===== config.mk =====
export PLATFORM = sky130hd
export DESIGN_NAME = dmem_port_arbiter
export DESIGN_NICKNAME = d
export VERILOG_FILES = /design/src/rtl/mips150_mem_defs.sv /design/src/rtl/starve_counter.sv /design/src/rtl/dmem_port_arbiter.sv
export SDC_FILE = /design/constraint.sdc
export NUM_CORES = 1
export LEC_CHECK = 0
export CAP_MARGIN = 10
export CELL_PAD_IN_SITES_DETAIL_PLACEMENT = 0
export CELL_PAD_IN_SITES_GLOBAL_PLACEMENT = 1
export CORE_MARGIN = 2
export CORE_UTILIZATION = 21
export DETAILED_ROUTE_END_ITERATION = 12
export HOLD_SLACK_MARGIN = 0.06
export PLACE_DENSITY_LB_ADDON = 0.1
export SYNTH_ARGS = -nofsm -noshare
export SYNTH_HDL_FRONTEND = slang
export SYNTH_SLANG_ARGS = --single-unit

===== constraint.sdc =====
create_clock -name clk -period 1.94 [get_ports clk]
set_input_delay 0.388 -clock clk [delete_from_list [all_inputs] [get_ports clk]]
set_output_delay 0.388 -clock clk [all_outputs]
set_load 0.01 [all_outputs]

===== src/rtl/mips150_mem_defs.sv =====
// Shared definitions for the data-memory port: default address width, arbiter states, masks.
package mips150_mem_defs;
  localparam int ADDR_W_DFLT = 12;

  typedef enum logic {
    IDLE     = 1'b0,
    EXT_DONE = 1'b1
  } arbState_t;

  localparam logic [3:0] WMASK_NONE = 4'b0000;
endpackage


===== src/rtl/starve_counter.sv =====
// Saturating count of consecutive cycles the external master lost to the CPU.
module starve_counter #(
  parameter int MAX_WAIT = 4,
  parameter int CNT_W    = 3
) (
  input  logic clk,
  input  logic rst,
  input  logic inc,
  input  logic clr,
  output logic at_max
);
  localparam logic [CNT_W-1:0] MAX_VAL = CNT_W'(MAX_WAIT);

  logic [CNT_W-1:0] cnt;

  always_ff @(posedge clk or posedge rst) begin
    if (rst) begin
      cnt <= '0;
    end else if (clr) begin
      cnt <= '0;
    end else if (inc && !at_max) begin
      cnt <= cnt + CNT_W'(1);
    end
  end

  // With MAX_WAIT = 0 this is constantly true, so the external master always wins.
  assign at_max = (cnt == MAX_VAL);
endmodule


===== src/rtl/dmem_port_arbiter.sv =====
// Shares data RAM port A between the CPU X stage (priority) and an external req/ack master.
// The external master is forced in after MAX_WAIT lost conflicts by stalling the CPU for one cycle.
module dmem_port_arbiter
  import mips150_mem_defs::*;
#(
  parameter int ADDR_W   = ADDR_W_DFLT,
  parameter int MAX_WAIT = 4,
  parameter int CNT_W    = 3
) (
  input  logic              clk,
  input  logic              rst,
  input  logic              cpu_valid,
  input  logic [ADDR_W-1:0] cpu_addr,
  input  logic [3:0]        cpu_wmask,
  input  logic [31:0]       cpu_wdata,
  output logic              cpu_stall,
  output logic [31:0]       cpu_rdata,
  input  logic              ext_req,
  input  logic [ADDR_W-1:0] ext_addr,
  input  logic [3:0]        ext_wmask,
  input  logic [31:0]       ext_wdata,
  output logic              ext_ack,
  output logic [31:0]       ext_rdata,
  output logic              ram_en,
  output logic [3:0]        ram_wea,
  output logic [ADDR_W-1:0] ram_addr,
  output logic [31:0]       ram_din,
  input  logic [31:0]       ram_dout
);
  arbState_t   state, stateNext;
  logic        grantExt;
  logic        cntInc;
  logic        atMax;
  logic [31:0] extHold;

  starve_counter #(
    .MAX_WAIT(MAX_WAIT),
    .CNT_W   (CNT_W)
  ) u_starve (
    .clk   (clk),
    .rst   (rst),
    .inc   (cntInc),
    .clr   (grantExt),
    .at_max(atMax)
  );

  always_ff @(posedge clk or posedge rst) begin
    if (rst) begin
      state   <= IDLE;
      extHold <= '0;
    end else begin
      state <= stateNext;
      if (state == EXT_DONE) begin
        extHold <= ram_dout;
      end
    end
  end

  always_comb begin
    stateNext = state;
    grantExt  = 1'b0;
    cntInc    = 1'b0;
    ext_ack   = 1'b0;
    case (state)
      IDLE: begin
        if (ext_req && (!cpu_valid || atMax)) begin
          grantExt  = 1'b1;
          stateNext = EXT_DONE;
        end else begin
          cntInc = ext_req && cpu_valid;
        end
      end
      EXT_DONE: begin
        // CPU owns the port here; any still-held ext_req is not looked at.
        ext_ack   = 1'b1;
        stateNext = IDLE;
      end
      default: stateNext = IDLE;
    endcase
  end

  // Port mux; enables are gated while reset is held so nothing is written.
  always_comb begin
    ram_addr  = grantExt ? ext_addr  : cpu_addr;
    ram_din   = grantExt ? ext_wdata : cpu_wdata;
    ram_en    = 1'b0;
    ram_wea   = WMASK_NONE;
    cpu_stall = 1'b0;
    if (!rst) begin
      ram_en    = grantExt || cpu_valid;
      cpu_stall = grantExt && cpu_valid;
      if (grantExt) begin
        ram_wea = ext_wmask;
      end else if (cpu_valid) begin
        ram_wea = cpu_wmask;
      end
    end
  end

  assign cpu_rdata = ram_dout;
  assign ext_rdata = ext_ack ? ram_dout : extHold;
endmodule

== Word-level counts from Yosys, hierarchy flattened ==
Index checks and enable logic that the tools add are counted.

* Equality and inequality tests: 1
* Bitwise gates (word level): 1
* Mux-type cells: 16
* Reductions and logical operators: 9
* Add/sub/neg operators: 1

{| class="wikitable"
|+ Operator list
! kind !! number
|-
| $mux W32 || 2
|-
| $mux W12 || 1
|-
| $mux W4 || 3
|-
| $mux W1 || 7
|-
| $mux W3 || 2
|-
| $logic_and A1 B1 Y1 || 4
|-
| $add A3 B1 Y3 const B || 1
|-
| $eq A3 B3 Y1 const B || 1
|-
| $logic_not A1 Y1 || 2
|-
| $logic_or A1 B1 Y1 || 2
|-
| $pmux W1 S2 || 1
|-
| $reduce_bool A2 Y1 || 1
|-
| $not A1 Y1 || 1
|}

* Bits in registers: 36
* Input port bits: 132
* Word-level logic and storage cells: 31
* Output and inout bits: 115

== Longest topological paths before layout ==
* Depth in word-level cells: 8
* Mapped depth: 6

== Cells and area by module ==
A second synthesis with hierarchy kept.

* Cell total of the unflattened synthesis: 191
* Area total of the unflattened synthesis: 2474.9 µm²

{| class="wikitable"
|+ Modules (own cells, without submodules)
! module !! cells an instance !! seq. area each (µm²) !! instances !! area each (µm²)
|-
| dmem_port_arbiter || 172 || 825.8 || 1 || 2278.4
|-
| starve_counter || 19 || 75.1 || 1 || 196.4
|}

== Worst setup path before layout ==
No wires, ideal clock.

* Path type: reg2out
* Start: register u_starve.cnt[0]
* End: output port ram_addr[10]
* Cell stages (with the launch flop): 7
* Required time: 1.552 ns
* Path buffers: 1
* Arrival time: 1.464 ns
* Setup slack: 0.088 ns
* Cells stage by stage: dfrtp_1 -> inv_1 -> ha_1 -> a21bo_2 -> nand2_8 -> buf_8 -> mux2_4

* Cells in the longest elaborated chain, start to end: 6

{| class="wikitable"
|+ RTL lines
! what !! line !! source
|-
| start: declaration || starve_counter.sv:14 || <nowiki>logic [CNT_W-1:0] cnt;</nowiki>
|-
| start signal: assignment || starve_counter.sv:22 || <nowiki>cnt <= cnt + CNT_W'(1);</nowiki>
|-
| $eq A3 B3 Y1 || starve_counter.sv:27 || <nowiki>assign at_max = (cnt == MAX_VAL);</nowiki>
|-
| $logic_or A1 B1 Y1 || dmem_port_arbiter.sv:66 || <nowiki>if (ext_req && (!cpu_valid || atMax)) begin</nowiki>
|-
| $logic_and A1 B1 Y1 || dmem_port_arbiter.sv:66 ||
|-
| $mux W1 || dmem_port_arbiter.sv:66 ||
|-
| $mux W1 || dmem_port_arbiter.sv:64 || <nowiki>case (state)</nowiki>
|-
| $mux W12 || dmem_port_arbiter.sv:84 || <nowiki>ram_addr = grantExt ? ext_addr : cpu_addr;</nowiki>
|-
| end: declaration || dmem_port_arbiter.sv:26 || <nowiki>output logic [ADDR_W-1:0] ram_addr,</nowiki>
|}

No other way between the ends.

== Worst setup path after layout ==
* Start: register u_starve.cnt[1]
* End: output port ram_din[17]

* Cells in the longest elaborated chain, start to end: 6

{| class="wikitable"
|+ RTL lines
! what !! line !! source
|-
| $eq A3 B3 Y1 || starve_counter.sv:27 ||
|-
| $logic_or A1 B1 Y1 || dmem_port_arbiter.sv:66 ||
|-
| $logic_and A1 B1 Y1 || dmem_port_arbiter.sv:66 ||
|-
| $mux W1 || dmem_port_arbiter.sv:66 ||
|-
| $mux W1 || dmem_port_arbiter.sv:64 ||
|-
| $mux W32 || dmem_port_arbiter.sv:85 || <nowiki>ram_din = grantExt ? ext_wdata : cpu_wdata;</nowiki>
|-
| end: declaration || dmem_port_arbiter.sv:27 || <nowiki>output logic [31:0] ram_din,</nowiki>
|}

No other way between the ends.

==> results.txt <==
----------------------------------------------------
[Route]
  Final routed wirelength across all metal layers ... 9.48 mm
  Wire per inst ... ~16 um
  Total DRC errors in the routed layout ... 0
  Number of nets with antenna violations after detailed routing ... 0
  Drt first-iter violations ... 34
  Via count ... 2361
  Initial DRT Pass Iterations ... 3
  Via/cell ratio ... a little over 4

[Logic synthesis]
  Distinct cell type count after synthesis ... 25
  Post-synthesis instance area ... approximately 0.0025 sq mm
  Number of nets produced by synthesis ... between 300 and 400
  Number of synthesized register bits ... 36
  Number of warnings printed during yosys synthesis ... 0
  Synthesized instance count ... 185
  Seq/Total Area, Yosys ... 0.366
  Avg Cell Area, Syn ... about 13 sq um

[Worst setup path]
  Critical path data arrival time ... approximately 1.9 ns
  Reg2Reg Setup Slack ... between 0.4 and 0.5 ns
  Required time at the worst-slack endpoint ... 1.55 ns
  Critical setup path kind ... reg -> out
  Kind of end point of the critical path ... output port
  CP Max Fanout ... 7
  Number of cells on the worst reg-to-reg path ... 8
  Kind of launch point of the worst setup path ... flop
  Launch point of the worst reg-to-reg path ... state$_DFF_PP0_
  End of the worst register-to-register path ... state$_DFF_PP0_

[Timing]
  F_max ... 0.444 GHz
  Final hold violations ... 0
  Setup violation total in the final timing report ... 48
  Slew Limit Headroom ... 0.845
  Slew of the pin with the lowest slew margin ... 0.230 ns
  Setup TNS ... -13.08 ns
  Shortest period the worst path allows ... approximately 2.3 ns
  Worst slack on hold paths ... 0.392 ns
  Setup repair after global routing missed its margin ... yes
  Tcrit/Tclk final ... 1.16
  Slack of the critical path ... -0.311 ns
  Final-report max-slew violation count ... 0
  Final clock skew ... ~0.0044 ns

[Power and ir drop]
  Power per cell area ... 604 mW/mm^2
  Reported leakage power ... about 2.7 nW
  Worst ir drop on vdd ... roughly 0.00035 V

[Placement]
  Global placer's final weighted congestion ... a little under 0.8
  Half-perimeter wire length after placement ... ~7.8 mm
  Placed Instances ... around 550
  Worst setup timing slack at the placement stage ... -0.847 ns
  Count of input and output buffers ... about 250

[Global route]
  Total global-route track usage ... 0.142
  First-pass GRT wire length ... 13.9 mm
  Number of antenna violations at the first check in global routing ... 0
  Pin count of the biggest net entering global routing ... 37
  Final global-route overflow total ... 0
  Via count of the first global-routing pass ... about 2500

[Die]
  Initial core utilization ... 0.215
  Horizontal die dimension ... roughly 110 um
  Rows ... 39
  Floorplan core area ... approximately 0.011 sq mm
  Chip height ... 112 um
  Die footprint ... ~0.013 sq mm
  I/O Pins ... between 200 and 250

[CTS]
  Root Buffer Master ... clkbuf_16
  Sinks on the clock net ... 36
  Buffer depth of the longest clock path ... 2
  Clock insertion delay at the later pin of the skew report ... between 0.2 and 0.3 ns
  CTS buffer count ... 5
  H-tree depth ... 2
  CTS clock-pin slew for the worst setup and hold paths ... ~0.06 ns
  CTS tree ... done

[Layout]
  Post-layout utilization of the core ... 0.480
  Non-filler instance count after layout ... 580
  Most common cell after layout, fill and taps aside ... clkdlybuf4s50_1
  Commonest cells after routing, fill and taps aside ... 160 x clkdlybuf4s50_1, 47 x buf_6, 44 x mux2_4
  Count of nets after finishing ... 570
  Share of cells above drive strength 1 ... 0.419
  Synthesis-to-layout area growth ... 123%
  ANT cells ... 0

[Run status]
  Result of the run ... finished, violations left
  Failing checks ... setup timing

[Min path]
  Hold/Removal Path Class ... in -> async

[Job]
  Maximum Capacitance Violations ... 0

----------------------------------------------------
==> report_power, final <==
group	switching, mW	internal [mW]
Combinational	0.563	1.02
Clock	0.284	0.512
Sequential	0.0390	0.898
Total	0.886	2.43
==> cells in the mapped netlist (all sizes together) <==
cell type  count  area, sq um
nor2           2         7.51
nand2          3         27.5
o31ai          1         7.51
nor3           2         10.0
o21ai          3         15.0
o211ai         1         7.51
nand2b         2         12.5
nor3b          1         7.51
a21boi         1         7.51
nand3          3         15.0
a31oi          1         6.26
mux2          76         1000
nor2b          1         13.8
a21bo          1         10.0
a21oi          1         5.00
inv            4         15.0
dfrtp         36          901
ha             2         25.0
a22o           3         26.3
buf           41          338
==> cells by family (layout without fill, tap and decap cells) <==
group,after synthesis,after routing,share of synthesized area
simple gates,14,14,0.0381
mux,76,76,0.407
fa+ha+maj,2,2,0.0102
flops,36,36,0.366
buf+inv,45,297,0.143
compound gates,12,12,0.0346
==> critical path: stages, from the launching register on <==
cell     delay (ns)
dfrtp_1        0.36
inv_2          0.06
ha_4           0.16
a21bo_4        0.23
nand2_8        0.09
buf_6          0.13
buf_12         0.12
mux2_4         0.30
buf_6          0.12
==> worst max path at each step <==
| stage | startpoint | endpoint | slack, ns |
|---|---|---|---|
| floorplan | u_starve.cnt[0]$_DFFE_PP0P_ | ram_addr[10] | 0.09 |
| global placement | cpu_valid | ram_addr[2] | -0.83 |
| detailed placement | cpu_valid | ram_addr[2] | -0.85 |
| CTS | u_starve.cnt[1]$_DFFE_PP0P_ | ram_din[29] | -0.40 |
| global route | u_starve.cnt[0]$_DFFE_PP0P_ | ram_din[17] | -0.38 |
| finish | u_starve.cnt[1]$_DFFE_PP0P_ | ram_din[17] | -0.31 |
==> final cells by class <==
type	instances	area [sq um]
multi-input combinational	104	1290
clock buffer	8	146
tap	143	179
inverter	4	15.0
timing repair buffer	285	2950
fill	1049	5940
sequential	36	902
==> through the flow <==
stage	power, mW	cell area (sq um)
finish	3.31	5480
global route	3.51	5480
global placement	2.44	4960
detailed placement	2.44	4960
floorplan	1.57	2460
CTS	3.34	5320
==> flip-flops by register name (all words and copies together) (netlist names) <==
signal,flops
extHold,32
state,1
u_starve.cnt,3
==> routing by layer <==
layer	global-route usage	wire length, um
met2	0.264	5210
met5	0	0
met4	0.0341	182
met3	0.0405	632
met1	0.159	3450
==> what timing repair did <==
action                                 4_1_cts  5_1_grt
gates cloned                                 3        0
gates resized for setup                    249       78
pin swaps                                    6        7
endpoints found under the hold margin        0        0
setup endpoints to repair                   83       83
buffers inserted                            10        8
hold buffers                                 0        0
No activity file was read; power rests on OpenSTA's default activity.
